**src/rtl/onehot_pkg.sv**
```systemverilog
// Shared types and helpers for the rotating one-hot bus checker.
package onehot_pkg;

  localparam int unsigned MAX_W = 64;
  localparam int unsigned IW    = 6;

  typedef enum logic [1:0] {
    ACQUIRE = 2'd0,
    TRACK   = 2'd1,
    LOCKED  = 2'd2,
    ERROR   = 2'd3
  } state_t;

  // Left-rotate by one within the low w bits; bits at or above w must be zero.
  function automatic logic [MAX_W-1:0] rotl1(input logic [MAX_W-1:0] code,
                                             input int unsigned      w);
    logic [MAX_W-1:0] mask;
    mask = {MAX_W{1'b1}} >> (MAX_W - w);
    return ((code << 1) | (code >> (w - 1))) & mask;
  endfunction

  function automatic logic onehot_is_valid(input logic [MAX_W-1:0] code);
    return $countones(code) == 1;
  endfunction

  // OR of set-bit positions; exact for a one-hot input.
  function automatic logic [IW-1:0] onehot_to_index(input logic [MAX_W-1:0] code);
    logic [IW-1:0] idx;
    idx = '0;
    for (int unsigned i = 0; i < MAX_W; i++) begin
      if (code[i]) idx = idx | IW'(i);
    end
    return idx;
  endfunction

endpackage

```
**src/rtl/onehot_decode.sv**
```systemverilog
// Combinational one-hot validity check and binary position decode.
module onehot_decode
  import onehot_pkg::*;
#(
  parameter int unsigned WIDTH = 8,
  parameter int unsigned IDX_W = $clog2(WIDTH)
) (
  input  logic [WIDTH-1:0] code,
  output logic             valid_c,
  output logic [IDX_W-1:0] index_c
);

  logic [MAX_W-1:0] code_ext;

  assign code_ext = MAX_W'(code);
  assign valid_c  = onehot_is_valid(code_ext);
  assign index_c  = IDX_W'(onehot_to_index(code_ext));

endmodule

```
**src/rtl/onehot_monitor.sv**
```systemverilog
// Receive-side checker for the rotating one-hot LED bus: rotation, dwell window,
// stall and lock tracking. All outputs registered, two clocks behind onehot_in.
module onehot_monitor
  import onehot_pkg::*;
#(
  parameter int unsigned WIDTH      = 8,
  parameter int unsigned CNT_W      = 28,
  parameter int unsigned EXP_DWELL  = 50000001,
  parameter int unsigned TOL        = 2,
  parameter int unsigned LOCK_STEPS = 8
) (
  input  logic                     CLK,
  input  logic                     RST_N,
  input  logic [WIDTH-1:0]         onehot_in,
  output logic [$clog2(WIDTH)-1:0] index,
  output logic                     code_valid,
  output logic                     step_pulse,
  output logic [CNT_W-1:0]         dwell_cycles,
  output logic                     seq_err,
  output logic                     timing_err,
  output logic                     code_err,
  output logic                     stall,
  output logic                     locked
);

  localparam int unsigned      IDX_W   = $clog2(WIDTH);
  localparam int unsigned      GS_W    = $clog2(LOCK_STEPS + 1);
  localparam logic [CNT_W-1:0] DW_LO   = CNT_W'(EXP_DWELL - TOL);
  localparam logic [CNT_W-1:0] DW_HI   = CNT_W'(EXP_DWELL + TOL);
  localparam logic [CNT_W-1:0] CNT_MAX = {CNT_W{1'b1}};

  state_t            state_q, state_d;
  logic [WIDTH-1:0]  in_q, prev_q, prev_d, expect_c;
  logic [CNT_W-1:0]  cnt_q, cnt_d, cnt_inc_c, dwell_d;
  logic [GS_W-1:0]   good_q, good_d, good_inc_c;
  logic              valid_c;
  logic [IDX_W-1:0]  idx_c, index_d;
  logic              change_c, correct_c, in_win_c, over_c, tracking_c, lock_reach_c;
  logic              code_valid_d, step_d, seq_d, tim_d, code_err_d, stall_d, locked_d;

  onehot_decode #(
    .WIDTH (WIDTH),
    .IDX_W (IDX_W)
  ) u_decode (
    .code    (in_q),
    .valid_c (valid_c),
    .index_c (idx_c)
  );

  assign expect_c     = WIDTH'(rotl1(MAX_W'(prev_q), WIDTH));
  assign change_c     = valid_c && (in_q != prev_q);
  assign correct_c    = (in_q == expect_c);
  assign in_win_c     = (cnt_q >= DW_LO) && (cnt_q <= DW_HI);
  assign over_c       = (cnt_q > DW_HI);
  assign tracking_c   = (state_q == TRACK) || (state_q == LOCKED);
  assign cnt_inc_c    = (cnt_q == CNT_MAX) ? cnt_q : cnt_q + CNT_W'(1);
  assign good_inc_c   = good_q + GS_W'(1);
  assign lock_reach_c = 32'(good_inc_c) >= LOCK_STEPS;

  // State register
  always_ff @(posedge CLK or negedge RST_N) begin
    if (!RST_N) state_q <= ACQUIRE;
    else        state_q <= state_d;
  end

  // Next state: an invalid sample overrides everything else
  always_comb begin
    state_d = state_q;
    if (!valid_c) begin
      state_d = ERROR;
    end else begin
      case (state_q)
        ACQUIRE, ERROR: state_d = TRACK;
        TRACK:  if (change_c && correct_c && in_win_c && lock_reach_c) state_d = LOCKED;
        LOCKED: if (change_c ? !(correct_c && in_win_c) : over_c) state_d = TRACK;
        default: state_d = ACQUIRE;
      endcase
    end
  end

  // Output and datapath next values
  always_comb begin
    prev_d       = prev_q;
    cnt_d        = cnt_inc_c;
    good_d       = good_q;
    dwell_d      = dwell_cycles;
    step_d       = 1'b0;
    seq_d        = 1'b0;
    tim_d        = 1'b0;
    stall_d      = stall;
    index_d      = valid_c ? idx_c : index;
    code_valid_d = valid_c;
    code_err_d   = !valid_c;
    locked_d     = (state_d == LOCKED);
    if (!valid_c) begin
      stall_d = 1'b0;
    end else if (!tracking_c) begin
      prev_d  = in_q;
      cnt_d   = CNT_W'(1);
      good_d  = '0;
      stall_d = 1'b0;
    end else if (change_c) begin
      prev_d  = in_q;
      cnt_d   = CNT_W'(1);
      dwell_d = cnt_q;
      stall_d = 1'b0;
      if (correct_c) begin
        step_d = 1'b1;
        if (!in_win_c) begin
          tim_d  = 1'b1;
          good_d = '0;
        end else if (state_q == TRACK) begin
          good_d = good_inc_c;
        end
      end else begin
        seq_d  = 1'b1;
        good_d = '0;
      end
    end else if (over_c && !stall) begin
      stall_d = 1'b1;
      good_d  = '0;
    end
  end

  // Sample, datapath and output registers
  always_ff @(posedge CLK or negedge RST_N) begin
    if (!RST_N) begin
      in_q         <= '0;
      prev_q       <= '0;
      cnt_q        <= '0;
      good_q       <= '0;
      index        <= '0;
      code_valid   <= 1'b0;
      step_pulse   <= 1'b0;
      dwell_cycles <= '0;
      seq_err      <= 1'b0;
      timing_err   <= 1'b0;
      code_err     <= 1'b0;
      stall        <= 1'b0;
      locked       <= 1'b0;
    end else begin
      in_q         <= onehot_in;
      prev_q       <= prev_d;
      cnt_q        <= cnt_d;
      good_q       <= good_d;
      index        <= index_d;
      code_valid   <= code_valid_d;
      step_pulse   <= step_d;
      dwell_cycles <= dwell_d;
      seq_err      <= seq_d;
      timing_err   <= tim_d;
      code_err     <= code_err_d;
      stall        <= stall_d;
      locked       <= locked_d;
    end
  end

endmodule

```
**config.mk**
```make
export PLATFORM = sky130hd
export DESIGN_NAME = onehot_monitor
export DESIGN_NICKNAME = d
export VERILOG_FILES = /design/src/rtl/onehot_pkg.sv /design/src/rtl/onehot_decode.sv /design/src/rtl/onehot_monitor.sv
export SDC_FILE = /design/constraint.sdc
export NUM_CORES = 1
export LEC_CHECK = 0
export CORE_UTILIZATION = 60
export CTS_CLUSTER_DIAMETER = 60
export DETAILED_ROUTE_END_ITERATION = 12
export PLACE_DENSITY_LB_ADDON = 0.3
export SETUP_SLACK_MARGIN = 0.3
export SYNTH_ARGS = -nofsm -noshare
export SYNTH_HDL_FRONTEND = slang
export SYNTH_SLANG_ARGS = --single-unit
```
**constraint.sdc**
```tcl
create_clock -name CLK -period 5.75 [get_ports CLK]
set_input_delay 0.8625 -clock CLK [delete_from_list [all_inputs] [get_ports CLK]]
set_output_delay 0.8625 -clock CLK [all_outputs]
set_load 0.02 [all_outputs]
```
==> impl_metrics.json <==
{
  "cts_buffer_depth": 2,
  "p_per_area_mw_per_mm2": 351,
  "cp-start-kind": "flop",
  "finish.utilization": 0.742,
  "critPathKind": "reg2reg",
  "min_period_ps": 4480,
  "fin_tns_setup_ps": 0,
  "synth.yosys.seq_area_share": 0.517,
  "synth-compound-area-share": 0.0517,
  "final-setup-viol-count": 0,
  "synthCells": 381,
  "status": "completed",
  "cts_buffers": 9,
  "crit_fanout": 31,
  "cts_tree": "built",
  "peakVddDrop_uv": 334,
  "ios": 48,
  "drive_gt1_frac": 0.145,
  "synth_edf_count": 0,
  "cp_num_buf_inv": 4,
  "synth.area.mux_share": 0.0999,
  "port_buffers": 47,
  "grt_usage": 0.238,
  "p_clk_frac": 0.304,
  "grt_start_max_net_pins": 89,
  "tightest_slew_ps": 1070,
  "rows": 30,
  "drt_first_pass_iters": 4,
  "power_frac_seq": 0.445,
  "clock-sinks": 88,
  "hold_class": "reg2reg",
  "start_util": 0.624,
  "crit_family": "adder cells",
  "via_per_inst": 5.76,
  "internal_power_mw": 1.25,
  "ys_types": 48,
  "cp_common_cell": "fa_1",
  "fin_skew_ps": 11.4,
  "area_delta_synth_final_pct": 19.0,
  "nFillCells": 490,
  "yosys_register_bits": 88,
  "die_h_um": 86.3,
  "min_period_over_period": 0.779,
  "antenna_cells": 0,
  "drc": 0,
  "syn-num-nets": 407,
  "htreeDepth": 3,
  "max_slew_margin": 0.287,
  "rsz0062_at_grt": "false",
  "cp_slowest_cell": "fa_1",
  "cap_violations": 0,
  "cpPeakStageDelay_ps": 530,
  "antenna_found_initial": 0,
  "grt_pass1_vias": 2876,
  "synth-simple-area-share": 0.165,
  "dieWidth_um": 86.3,
  "core-area_mm2": 0.00683,
  "cp-end-kind": "flop",
  "postSynthAreaPerCell_um2": 11.2,
  "ys_async_sr_fraction": 1.00,
  "layout.nets": 455,
  "synth_warnings": 0,
  "die_area_mm2": 0.00744,
  "cts_setup_buffers": 0,
  "synthesis.area_mm2": 0.00426,
  "synth_top_family_by_area": "simple AND/OR/NAND/NOR gates",
  "synth-xor-area-share": 0.0822,
  "swShare": 0.298,
  "ctsRootBufferMaster": "clkbuf_8",
  "hold_viol": 0,
  "detail-route-antenna-nets": 0,
  "path_cells": "ha_1, fa_1, inv_1, fa_1, inv_1, ha_1, fa_1, nor4b_4, inv_2, nor2_1, o21ai_2, buf_4, nor4_4, a22oi_1, mux2i_1",
  "timing.fmax_mhz": 223,
  "hpwl_um": 5630,
  "gp_congestion": 0.852,
  "worst_ep_required_time_ps": 6020,
  "drt-initial-drc-count": 207,
  "synthFlopType": "dfrtp_1",
  "via_count": 3045,
  "drv_slew": 0,
  "synth_fa_ha_area_frac": 0.0540,
  "clkTransAtPathRegs_ps": 80,
  "cts-hold-fix-buffers": 0,
  "p_switching_mw": 0.531,
  "insertion_delay_ps": 350,
  "cts_resized": 0,
  "power_frac_comb": 0.251,
  "wl_per_cell_um": 15.3,
  "crit_arrival_ps": 4760,
  "routed_wl_um": 8090,
  "grt_pass1_wl_um": 13700,
  "p_leak_nw": 2.25,
  "r2r_slack_ps": 1270,
  "gr-total-overflow": 0
}
## kinds of logic after synthesis
| family | Yosys count |
|---|---|
| compound gates | 33 |
| xor+xnor | 40 |
| fa+ha+maj | 16 |
| buf+inv | 31 |
| flops | 88 |
| mux | 38 |
| simple gates | 135 |
## registers in the layout, indices dropped and copies added, names as in the netlist
register,flops
cnt_q,28
dwell_cycles,28
in_q,8
prev_q,8
good_q,4
index,3
state_q,2
code_err,1
code_valid,1
locked,1
seq_err,1
stall,1
step_pulse,1
timing_err,1
## metal layers
metal,GRT usage,vias up,part of all wire
li1,-,1432,-
met3,0.0371,19,0.036
met2,0.366,84,0.47
met4,0.114,0,0.025
met5,0,-,0
met1,0.335,1510,0.46
## per-stage QoR
stage,instances,instance area [um2],hold slack [ps],power (mW),setup WS (ps)
floorplan,381,4260,478,1.09,1800
global placement,514,4810,489,1.24,1380
detailed placement,514,4810,492,1.25,1260
CTS,529,5070,509,1.79,1270
global route,529,5070,513,1.87,968
finish,529,5070,508,1.78,1270
## synthesized netlist by cell type, drive strengths merged (3+ instances only)
cell type  number  area share
dfrtp          88        0.52
nor2           44       0.039
mux2           36       0.095
xnor2          22       0.045
nand2          21       0.019
nand3          20       0.023
inv            18       0.016
xor2           18       0.037
ha             12       0.035
o21ai          11       0.013
nand4          10       0.015
nor4           10       0.018
clkbuf          9      0.0079
nor3            9       0.011
a21oi           6      0.0070
buf             4      0.0062
fa              4       0.019
a31oi           3      0.0044
nor3b           3      0.0053
or3             3      0.0056
or4             3      0.0053
## path summary, 6_finish.rpt
kind | from | endpoint | cells past startpoint
worst max-delay path | in_q[1]$_DFF_PN0_ | good_q[0]$_DFFE_PN0P_ | 15
worst min-delay path | dwell_cycles[23]$_DFFE_PN0P_ | dwell_cycles[23]$_DFFE_PN0P_ | 1
worst max register to register | in_q[1]$_DFF_PN0_ | good_q[0]$_DFFE_PN0P_ | 15
worst min register to register | dwell_cycles[23]$_DFFE_PN0P_ | dwell_cycles[23]$_DFFE_PN0P_ | 1
max in group asynchronous | RST_N | prev_q[3]$_DFFE_PN0P_ | 1
min in group asynchronous | RST_N | good_q[0]$_DFFE_PN0P_ | 1
## cell type report
type	instances	area [um2]	area share
Tap cell	96	120	0.0237
Inverter	18	67.6	0.0133
Clock buffer	9	124	0.0244
Timing Repair Buffer	50	490	0.0967
Sequential cell	88	2200	0.434
Multi-Input combinational cell	262	1930	0.381
Clock inverter	6	133	0.0262
## power by group through the flow
stage	clock, mW	combinational [mW]	sequential, mW
floorplan	0	0.269	0.825
global placement	0	0.433	0.802
detailed placement	0	0.448	0.805
CTS	0.550	0.450	0.794
global route	0.573	0.489	0.805
finish	0.541	0.447	0.793
## placed cells by master (no fill, tap or decap), types with 3 or more instances in the layout
cell type	count
a21oi_1	6
a31oi_1	3
buf_4	4
bufinv_16	4
clkbuf_8	9
clkdlybuf4s50_1	46
dfrtp_1	88
fa_1	4
ha_1	12
inv_1	17
mux2_2	36
nand2_1	21
nand3_1	20
nand4_1	10
nor2_1	44
nor3_1	9
nor3b_1	3
nor4_1	9
o21ai_0	7
o21ai_1	3
or4_1	3
xnor2_1	22
xor2_1	18
Power figures use the tool's default switching activity.
